File: src/rtl/mips_ctrl_pkg.sv
// Shared encodings and defaults for the pipeline control sequencer.
// Both the RTL and its bench import this package.
package mips_ctrl_pkg;

    typedef enum logic [2:0] {
        ST_IDLE   = 3'd0,
        ST_LOAD   = 3'd1,
        ST_CLEAR  = 3'd2,
        ST_RUN    = 3'd3,
        ST_DRAIN  = 3'd4,
        ST_HALTED = 3'd5
    } seqState_e;

    localparam logic [5:0]  HLT_OPCODE_DEFAULT   = 6'b111111;
    localparam int unsigned DRAIN_CYCLES_DEFAULT = 4;

endpackage

File: src/rtl/pipe_sequencer.sv
// Program-load and run/halt sequencer for a small pipelined core.
// It loads instruction memory, clears the pipe, runs, then drains and halts.
module pipe_sequencer
    import mips_ctrl_pkg::*;
#(
    parameter int unsigned IMEM_DEPTH   = 1024,
    parameter logic [5:0]  HLT_OPCODE   = HLT_OPCODE_DEFAULT,
    parameter int unsigned DRAIN_CYCLES = DRAIN_CYCLES_DEFAULT
) (
    input  logic        clk,
    input  logic        rst_n,
    input  logic        start,
    input  logic        stop,
    input  logic        ld_valid,
    input  logic [31:0] ld_data,
    input  logic        ld_last,
    output logic        ld_ready,
    output logic        imem_we,
    output logic [9:0]  imem_waddr,
    output logic [31:0] imem_wdata,
    input  logic [5:0]  if_opcode,
    output logic        pc_en,
    output logic        pc_clr,
    output logic        pipe_flush,
    output logic        busy,
    output logic        halted,
    output logic        err_ovf,
    output logic [31:0] run_cycles
);

    localparam int CNT_W = $clog2(IMEM_DEPTH + 1);
    localparam int DRN_W = (DRAIN_CYCLES > 1) ? $clog2(DRAIN_CYCLES) : 1;

    seqState_e          state_q, state_d;
    logic [CNT_W-1:0]   wordCnt_q, wordCnt_d;
    logic               wrPend_q, wrPend_d;
    logic [9:0]         wrAddr_q, wrAddr_d;
    logic [31:0]        wrData_q, wrData_d;
    logic               errOvf_q, errOvf_d;
    logic [31:0]        runCycles_q, runCycles_d;
    logic [DRN_W-1:0]   drainCnt_q, drainCnt_d;

    always_ff @(posedge clk or negedge rst_n) begin
        if (!rst_n) begin
            state_q     <= ST_IDLE;
            wordCnt_q   <= '0;
            wrPend_q    <= 1'b0;
            wrAddr_q    <= '0;
            wrData_q    <= '0;
            errOvf_q    <= 1'b0;
            runCycles_q <= '0;
            drainCnt_q  <= '0;
        end else begin
            state_q     <= state_d;
            wordCnt_q   <= wordCnt_d;
            wrPend_q    <= wrPend_d;
            wrAddr_q    <= wrAddr_d;
            wrData_q    <= wrData_d;
            errOvf_q    <= errOvf_d;
            runCycles_q <= runCycles_d;
            drainCnt_q  <= drainCnt_d;
        end
    end

    always_comb begin
        state_d     = state_q;
        wordCnt_d   = wordCnt_q;
        wrPend_d    = 1'b0;
        wrAddr_d    = wrAddr_q;
        wrData_d    = wrData_q;
        errOvf_d    = errOvf_q;
        runCycles_d = runCycles_q;
        drainCnt_d  = drainCnt_q;
        ld_ready    = 1'b0;
        pc_en       = 1'b0;
        pc_clr      = 1'b0;
        pipe_flush  = 1'b1;
        busy        = 1'b0;
        halted      = 1'b0;

        case (state_q)
            ST_IDLE, ST_HALTED: begin
                halted = (state_q == ST_HALTED);
                if (start) begin
                    state_d     = ST_LOAD;
                    wordCnt_d   = '0;
                    errOvf_d    = 1'b0;
                    runCycles_d = '0;
                end
            end
            ST_LOAD: begin
                busy     = 1'b1;
                ld_ready = 1'b1;
                if (ld_valid) begin
                    // A full memory swallows the beat but still honours ld_last.
                    if (wordCnt_q == CNT_W'(IMEM_DEPTH)) begin
                        errOvf_d = 1'b1;
                    end else begin
                        wrPend_d  = 1'b1;
                        wrAddr_d  = 10'(wordCnt_q);
                        wrData_d  = ld_data;
                        wordCnt_d = wordCnt_q + CNT_W'(1);
                    end
                    if (ld_last) begin
                        state_d = ST_CLEAR;
                    end
                end
            end
            ST_CLEAR: begin
                busy    = 1'b1;
                pc_clr  = 1'b1;
                state_d = ST_RUN;
            end
            ST_RUN: begin
                busy       = 1'b1;
                pc_en      = 1'b1;
                pipe_flush = 1'b0;
                if (runCycles_q != '1) begin
                    runCycles_d = runCycles_q + 32'd1;
                end
                if (stop || (if_opcode == HLT_OPCODE)) begin
                    state_d    = ST_DRAIN;
                    drainCnt_d = '0;
                end
            end
            ST_DRAIN: begin
                busy       = 1'b1;
                pipe_flush = 1'b0;
                if (drainCnt_q == DRN_W'(DRAIN_CYCLES - 1)) begin
                    state_d = ST_HALTED;
                end else begin
                    drainCnt_d = drainCnt_q + DRN_W'(1);
                end
            end
            default: begin
                state_d = ST_IDLE;
            end
        endcase
    end

    assign imem_we    = wrPend_q;
    assign imem_waddr = wrAddr_q;
    assign imem_wdata = wrData_q;
    assign err_ovf    = errOvf_q;
    assign run_cycles = runCycles_q;

endmodule
File: config.mk
export PLATFORM = sky130hd
export DESIGN_NAME = pipe_sequencer
export DESIGN_NICKNAME = d
export VERILOG_FILES = /design/src/rtl/mips_ctrl_pkg.sv /design/src/rtl/pipe_sequencer.sv
export SDC_FILE = /design/constraint.sdc
export NUM_CORES = 1
export LEC_CHECK = 0
export CAP_MARGIN = 20
export CORE_MARGIN = 8
export CORE_UTILIZATION = 38
export DETAILED_ROUTE_END_ITERATION = 10
export HOLD_SLACK_MARGIN = 0.03
export PLACE_DENSITY = 0.66
export REMOVE_ABC_BUFFERS = 1
export SYNTH_ARGS = -nofsm -noshare
export SYNTH_HDL_FRONTEND = slang
export SYNTH_SLANG_ARGS = --single-unit
File: constraint.sdc
create_clock -name clk -period 6 [get_ports clk]
set_input_delay 0.6 -clock clk [delete_from_list [all_inputs] [get_ports clk]]
set_output_delay 0.6 -clock clk [all_outputs]
set_load 0.005 [all_outputs]
==> results of run 1 <==
-- synthesized netlist by cell type (2+ instances only) --
cell type / instances / area, um2
nand2_1: 152 / 571
dfrtp_1: 92 / 2300
o21ai_0: 36 / 180
nor2_1: 29 / 109
a31oi_1: 25 / 156
clkbuf_1: 25 / 93.8
nand3_1: 20 / 100
nand4_1: 20 / 125
o31ai_1: 17 / 128
inv_1: 10 / 37.5
and3_1: 9 / 56.3
nor3_1: 8 / 40.0
a41oi_1: 5 / 43.8
nor4_1: 5 / 31.3
a21oi_1: 4 / 20.0
and4_1: 4 / 35.0
ha_1: 4 / 50.1
nand3b_1: 4 / 30.0
a22o_1: 3 / 26.3
and3_2: 3 / 22.5
a211oi_1: 2 / 15.0
a21o_1: 2 / 15.0
and2_1: 2 / 12.5
buf_1: 2 / 7.51
buf_6: 2 / 22.5
mux2i_1: 2 / 20.0
nand2b_1: 2 / 12.5
nand4bb_1: 2 / 22.5
nor3_2: 2 / 20.0
o211ai_1: 2 / 15.0
o41ai_1: 2 / 17.5
xnor2_1: 2 / 17.5
-- through the flow --
step	hold WS (ns)	area (um2)
after detailed placement	0.462	5870
after floorplan	0.304	4400
after global placement	0.457	5870
final	0.226	6200
after global routing	0.271	6200
after CTS	0.244	6200
-- routing by layer --
layer / track usage / wire length, um / part of all wire
met5: 0 / 0 / 0
met2: 0.247 / 5820 / 0.44
met3: 0.0519 / 1190 / 0.091
met1: 0.220 / 5850 / 0.45
met4: 0.0752 / 248 / 0.019
-- logic make-up (layout without fill, tap and decap cells) --
family,Yosys count,count (layout),share of synthesized area
compound gates,106,106,0.150
simple gates,270,270,0.278
mux,3,3,0.00684
fa+ha+maj,4,4,0.0109
flops,92,92,0.504
buf+inv,44,157,0.0468
xor+xnor,2,2,0.00383
-- registers in the layout, summed over array words and instances, names as in the netlist --
| signal | cells |
|---|---|
| err_ovf | 1 |
| wordCnt_q | 11 |
| imem_we | 1 |
| run_cycles | 32 |
| drainCnt_q | 2 |
| imem_waddr | 10 |
| imem_wdata | 32 |
| state_q | 3 |
-- power groups by stage --
stage               registers [uW]  logic, uW  clock network (uW)
floorplan                      915        414                   0
global placement               919        912                   0
detailed placement             929        932                   0
CTS                            918        937                 637
global route                   944       1020                 655
finish                         917        920                 620
-- worst max-delay path by stage --
stage | from | end | slack [ns] | cells past startpoint
3_3_place_gp | ld_valid | wordCnt_q[4] | 2.80 | 8
6_report | state_q[2] | run_cycles[23] | 2.74 | 6
5_1_grt | state_q[2] | run_cycles[23] | 2.36 | 6
2_1_floorplan | state_q[2] | run_cycles[22] | 2.82 | 6
3_5_place_dp | ld_valid | wordCnt_q[6] | 2.71 | 8
4_1_cts | state_q[2] | run_cycles[23] | 2.75 | 6
-- final cells by class --
class | count | share of cell area
clock buffers | 11 | 0.0408
clock inverters | 4 | 0.0117
inverters | 12 | 0.00727
multi-input cells | 385 | 0.332
flip-flops and latches | 92 | 0.371
well taps | 147 | 0.0297
repair buffers | 130 | 0.208
==> impl_metrics.yaml, run 1 <==
sta:
  slew_headroom: 0.386
  finClkSkew_ns: 0.00684
  setup_ws_ns: 2.74
  slew_violations: 0
  post-route-period-util: 0.544
  setup_viol: 0
  setup-tns-final_ns: 0
  min_period_ns: 3.26
  fmax_ghz: 0.306
  hold_violations: 0
  worst_slew_pin_slew_ns: 0.916
  rsz0062_at_grt: "no"
final_layout:
  stdcell_count: 781
  fin_util: 0.523
  syn_to_final_growth_pct: 35.6
  n_fill_cell: 1119
  drive_above_1_share: 0.0552
  multi_input_area_mm2: 0.00206
  regArea_mm2: 0.00230
  final_nets: 678
  final_cell_mix: "nand2_1, clkdlybuf4s50_1, dfrtp_1"
  n_antenna_cell: 0
  final_common_cell: "nand2_1"
power_and_ir_drop:
  intPower_uw: 1630
  sw_frac_of_total: 0.338
  vdd_drop_max_v: 0.000134
  combPwrFrac: 0.374
  switchingPower_uw: 830
  pwr-share-clk: 0.252
  total_leakage_power_uw: 0.00269
  power_uw: 2460
  p_per_area_mw_per_mm2: 396
  pwr-share-seq: 0.373
setup_path:
  r2r_cells: 6
  worst_path_max_delay_cell: "nand4bb_1"
  crit_required_ns: 6.20
  criticalPathCategory: "flip-flop to flip-flop"
  critical_path.top_delay_family: "simple AND/OR/NAND/NOR gates"
  rrSetupSlack_ns: 2.74
  cp-start-kind: "flip-flop"
  path_max_fanout: 21
  cpPeakStageDelay_ns: 0.90
  worst-path-buf-inv: 1
  cp_cell_sequence: "nand3b_2 -> clkinv_1 -> nand4_1 -> nand4bb_1 -> nand2_1 -> o221ai_1"
  r2r-end: "run_cycles[23]"
  critPathArrivalTime_ns: 3.47
  r2r_start: "state_q[2]"
  endpoint_kind: "flip-flop"
job:
  drv_cap: 0
drt:
  routed_wl_mm: 13.1
  viasPerCell: 5.59
  drc_errors: 0
  ant_nets: 0
  drt_iter0_drc: 371
  num_vias: 4367
  wl_per_cell_um: 16.8
  dr.pass1.iters: 5
placed_design:
  detailedPlace.worstSlack_ns: 2.71
  dpl.cell_count: 766
  dp_hpwl_mm: 9.12
  port_buffers: 125
  globalplace.congestion: 0.853
clock_tree:
  clock-sinks: 92
  post_cts_buffers: 0
  cts_tree: "yes"
  insertion_delay_ns: 0.35
  cts_resized: 0
  hold_buffers: 0
  max-clock-path-buffers: 2
  cts_max_level: 3
  clockRootBuffer: "clkbuf_16"
  cts_buffers: 9
  clkTransAtPathRegs_ns: 0.07
grt:
  grt_overflow: 0
  grt_pass1_wl_mm: 21.8
  grt_pass1_vias: 4258
  grt_max_degree: 54
  grt.total_usage: 0.167
  antenna_found_initial: 0
floorplanning:
  die_h_um: 126
  rows: 40
  ioPinCount: 126
  core_region_area_mm2: 0.0119
  die-width_um: 126
  start_util: 0.385
  die-area_mm2: 0.0158
yosys:
  synth_edf_count: 0
  syn_area_per_cell_um2: 8.78
  ys_types: 54
  syn-cell-area_mm2: 0.00457
  yosysWarnings: 0
  synth-seq-cells: 92
  postSynthCellCount: 521
  synthFlopType: "dfrtp_1"
  ys_seq_area_frac: 0.504
  synthArstFlopShare: 1.00
worst_hold_path:
  hold_class: "primary input to async pin"
status:
  outcome: "complete, no violations"
No activity file was read; power rests on OpenSTA's default activity.
==> run 2, diff against run 1 <==
- clock period: 6 -> 3.4 ns (I/O delays scaled with it)
==> run 2 against run 1 <==
Global-route usage decreased by 0.22 points. Critical endpoint is now pc_en. Cell count rose by 0.51%. Largest cell class unchanged. Register-to-register slack worse by 2.0 ns. Worst hold slack worse by 0.18 ns. Critical path type is now flip-flop to primary output.
==> impl_metrics.yaml, run 2 (synthesized netlist as in run 1, its figures left out) <==
clock_tree:
  clkTransAtPathRegs_ns: 0.06
  cts_buffers: 9
  clockRootBuffer: "clkbuf_16"
  cts_resized: 0
  clock-sinks: 92
  cts_tree: "yes"
  insertion_delay_ns: 0.34
  hold_buffers: 0
  cts_max_level: 3
  max-clock-path-buffers: 2
  post_cts_buffers: 0
grt:
  grt_pass1_vias: 4261
  grt.total_usage: 0.165
  grt_overflow: 0
  antenna_found_initial: 0
  grt_max_degree: 58
  grt_pass1_wl_mm: 21.6
setup_path:
  worst_path_max_delay_cell: "clkdlybuf4s50_1"
  crit_required_ns: 3.06
  critPathArrivalTime_ns: 2.51
  crit_end: "pc_en"
  startpoint: "state_q[2]"
  cp-start-kind: "flip-flop"
  critical_path.top_delay_family: "buffers and inverters"
  cp_cell_sequence: "nand3b_2 -> clkinv_1 -> buf_4 -> clkdlybuf4s50_1"
  cp.depth: 4
  r2r_cells: 7
  endpoint_kind: "primary output"
  path_max_fanout: 44
  cpPeakStageDelay_ns: 0.59
  r2r_start: "state_q[2]"
  rrSetupSlack_ns: 0.72
  r2r-end: "run_cycles[9]"
  worst-path-buf-inv: 3
  criticalPathCategory: "flip-flop to primary output"
placed_design:
  globalplace.congestion: 0.899
  port_buffers: 125
  dp_hpwl_mm: 9.03
  detailedPlace.worstSlack_ns: 0.765
  dpl.cell_count: 771
drt:
  dr.pass1.iters: 5
  num_vias: 4271
  drc_errors: 0
  routed_wl_mm: 12.7
  ant_nets: 0
  viasPerCell: 5.44
  drt_iter0_drc: 424
  wl_per_cell_um: 16.2
worst_hold_path:
  hold_class: "primary input to async pin"
sta:
  slew_headroom: 0.510
  post-route-period-util: 0.837
  setup_ws_ns: 0.553
  worst_slew_pin_slew_ns: 0.735
  finClkSkew_ns: 0.00870
  hold_violations: 0
  fmax_ghz: 0.351
  slew_violations: 0
  min_period_ns: 2.85
  setup_viol: 0
  rsz0062_at_grt: "no"
  setup-tns-final_ns: 0
final_layout:
  stdcell_count: 785
  syn_to_final_growth_pct: 36.0
  final_nets: 683
  final_cell_mix: "nand2_1, clkdlybuf4s50_1, dfrtp_1"
  final_common_cell: "nand2_1"
  drive_above_1_share: 0.0580
  n_antenna_cell: 0
  n_fill_cell: 1105
job:
  drv_cap: 0
floorplanning:
  die-width_um: 126
  die-area_mm2: 0.0158
  start_util: 0.385
  rows: 40
  ioPinCount: 126
  die_h_um: 126
  core_region_area_mm2: 0.0119
power_and_ir_drop:
  switchingPower_uw: 1430
  sw_frac_of_total: 0.334
  combPwrFrac: 0.380
  total_leakage_power_uw: 0.00271
  intPower_uw: 2850
  power_uw: 4290
  pwr-share-seq: 0.376
  p_per_area_mw_per_mm2: 689
  vdd_drop_max_v: 0.000279
  pwr-share-clk: 0.245
status:
  outcome: "complete, no violations"
-- run 2: cell types whose count changed in the layout (fill, tap and decap cells not counted), sizes merged --
cell and change:
buf +5, clkbuf +1, clkinv -1, clkinvlp -1
-- run 2: per-stage QoR --
stage | utilization | hold WS [ns] | area (um2)
after CTS | 0.524 | 0.0851 | 6220
final | 0.524 | 0.0483 | 6220
after global placement | 0.498 | 0.447 | 5910
after floorplan | - | 0.0444 | 4400
after global routing | 0.524 | 0.106 | 6220
after detailed placement | 0.498 | 0.455 | 5910
-- run 2: worst min-delay path by stage --
stage,to,slack [ns],depth (start not counted)
final,imem_waddr[7],0.05,1
after global routing,imem_waddr[7],0.11,1
after CTS,imem_waddr[7],0.09,1
after detailed placement,imem_wdata[19],0.45,1
after global placement,imem_wdata[19],0.45,1
after floorplan,drainCnt_q[0],0.04,0
-- run 2: per-layer routing --
layer,up-vias,track usage,share of wire
li1,2073,-,-
met1,1993,0.215,0.45
met2,183,0.250,0.44
met3,22,0.0494,0.087
met4,0,0.0688,0.020
met5,-,0,0
-- run 2: layout make-up --
class	count	area, um2	share of cell area
flip-flops and latches	92	2300	0.370
inverters	12	45.0	0.00724
multi-input cells	385	2060	0.331
repair buffers	135	1320	0.213
well taps	147	184	0.0296
clock buffers	12	246	0.0396
clock inverters	2	60.1	0.00966
-- run 2: power groups by stage --
stage          clock (uW)  sequential (uW)  combinational (uW)
2_1_floorplan           0             1620                 731
3_3_place_gp            0             1610                1630
3_5_place_dp            0             1630                1650
4_1_cts              1080             1610                1660
5_1_grt              1120             1660                1810
6_report             1050             1610                1630
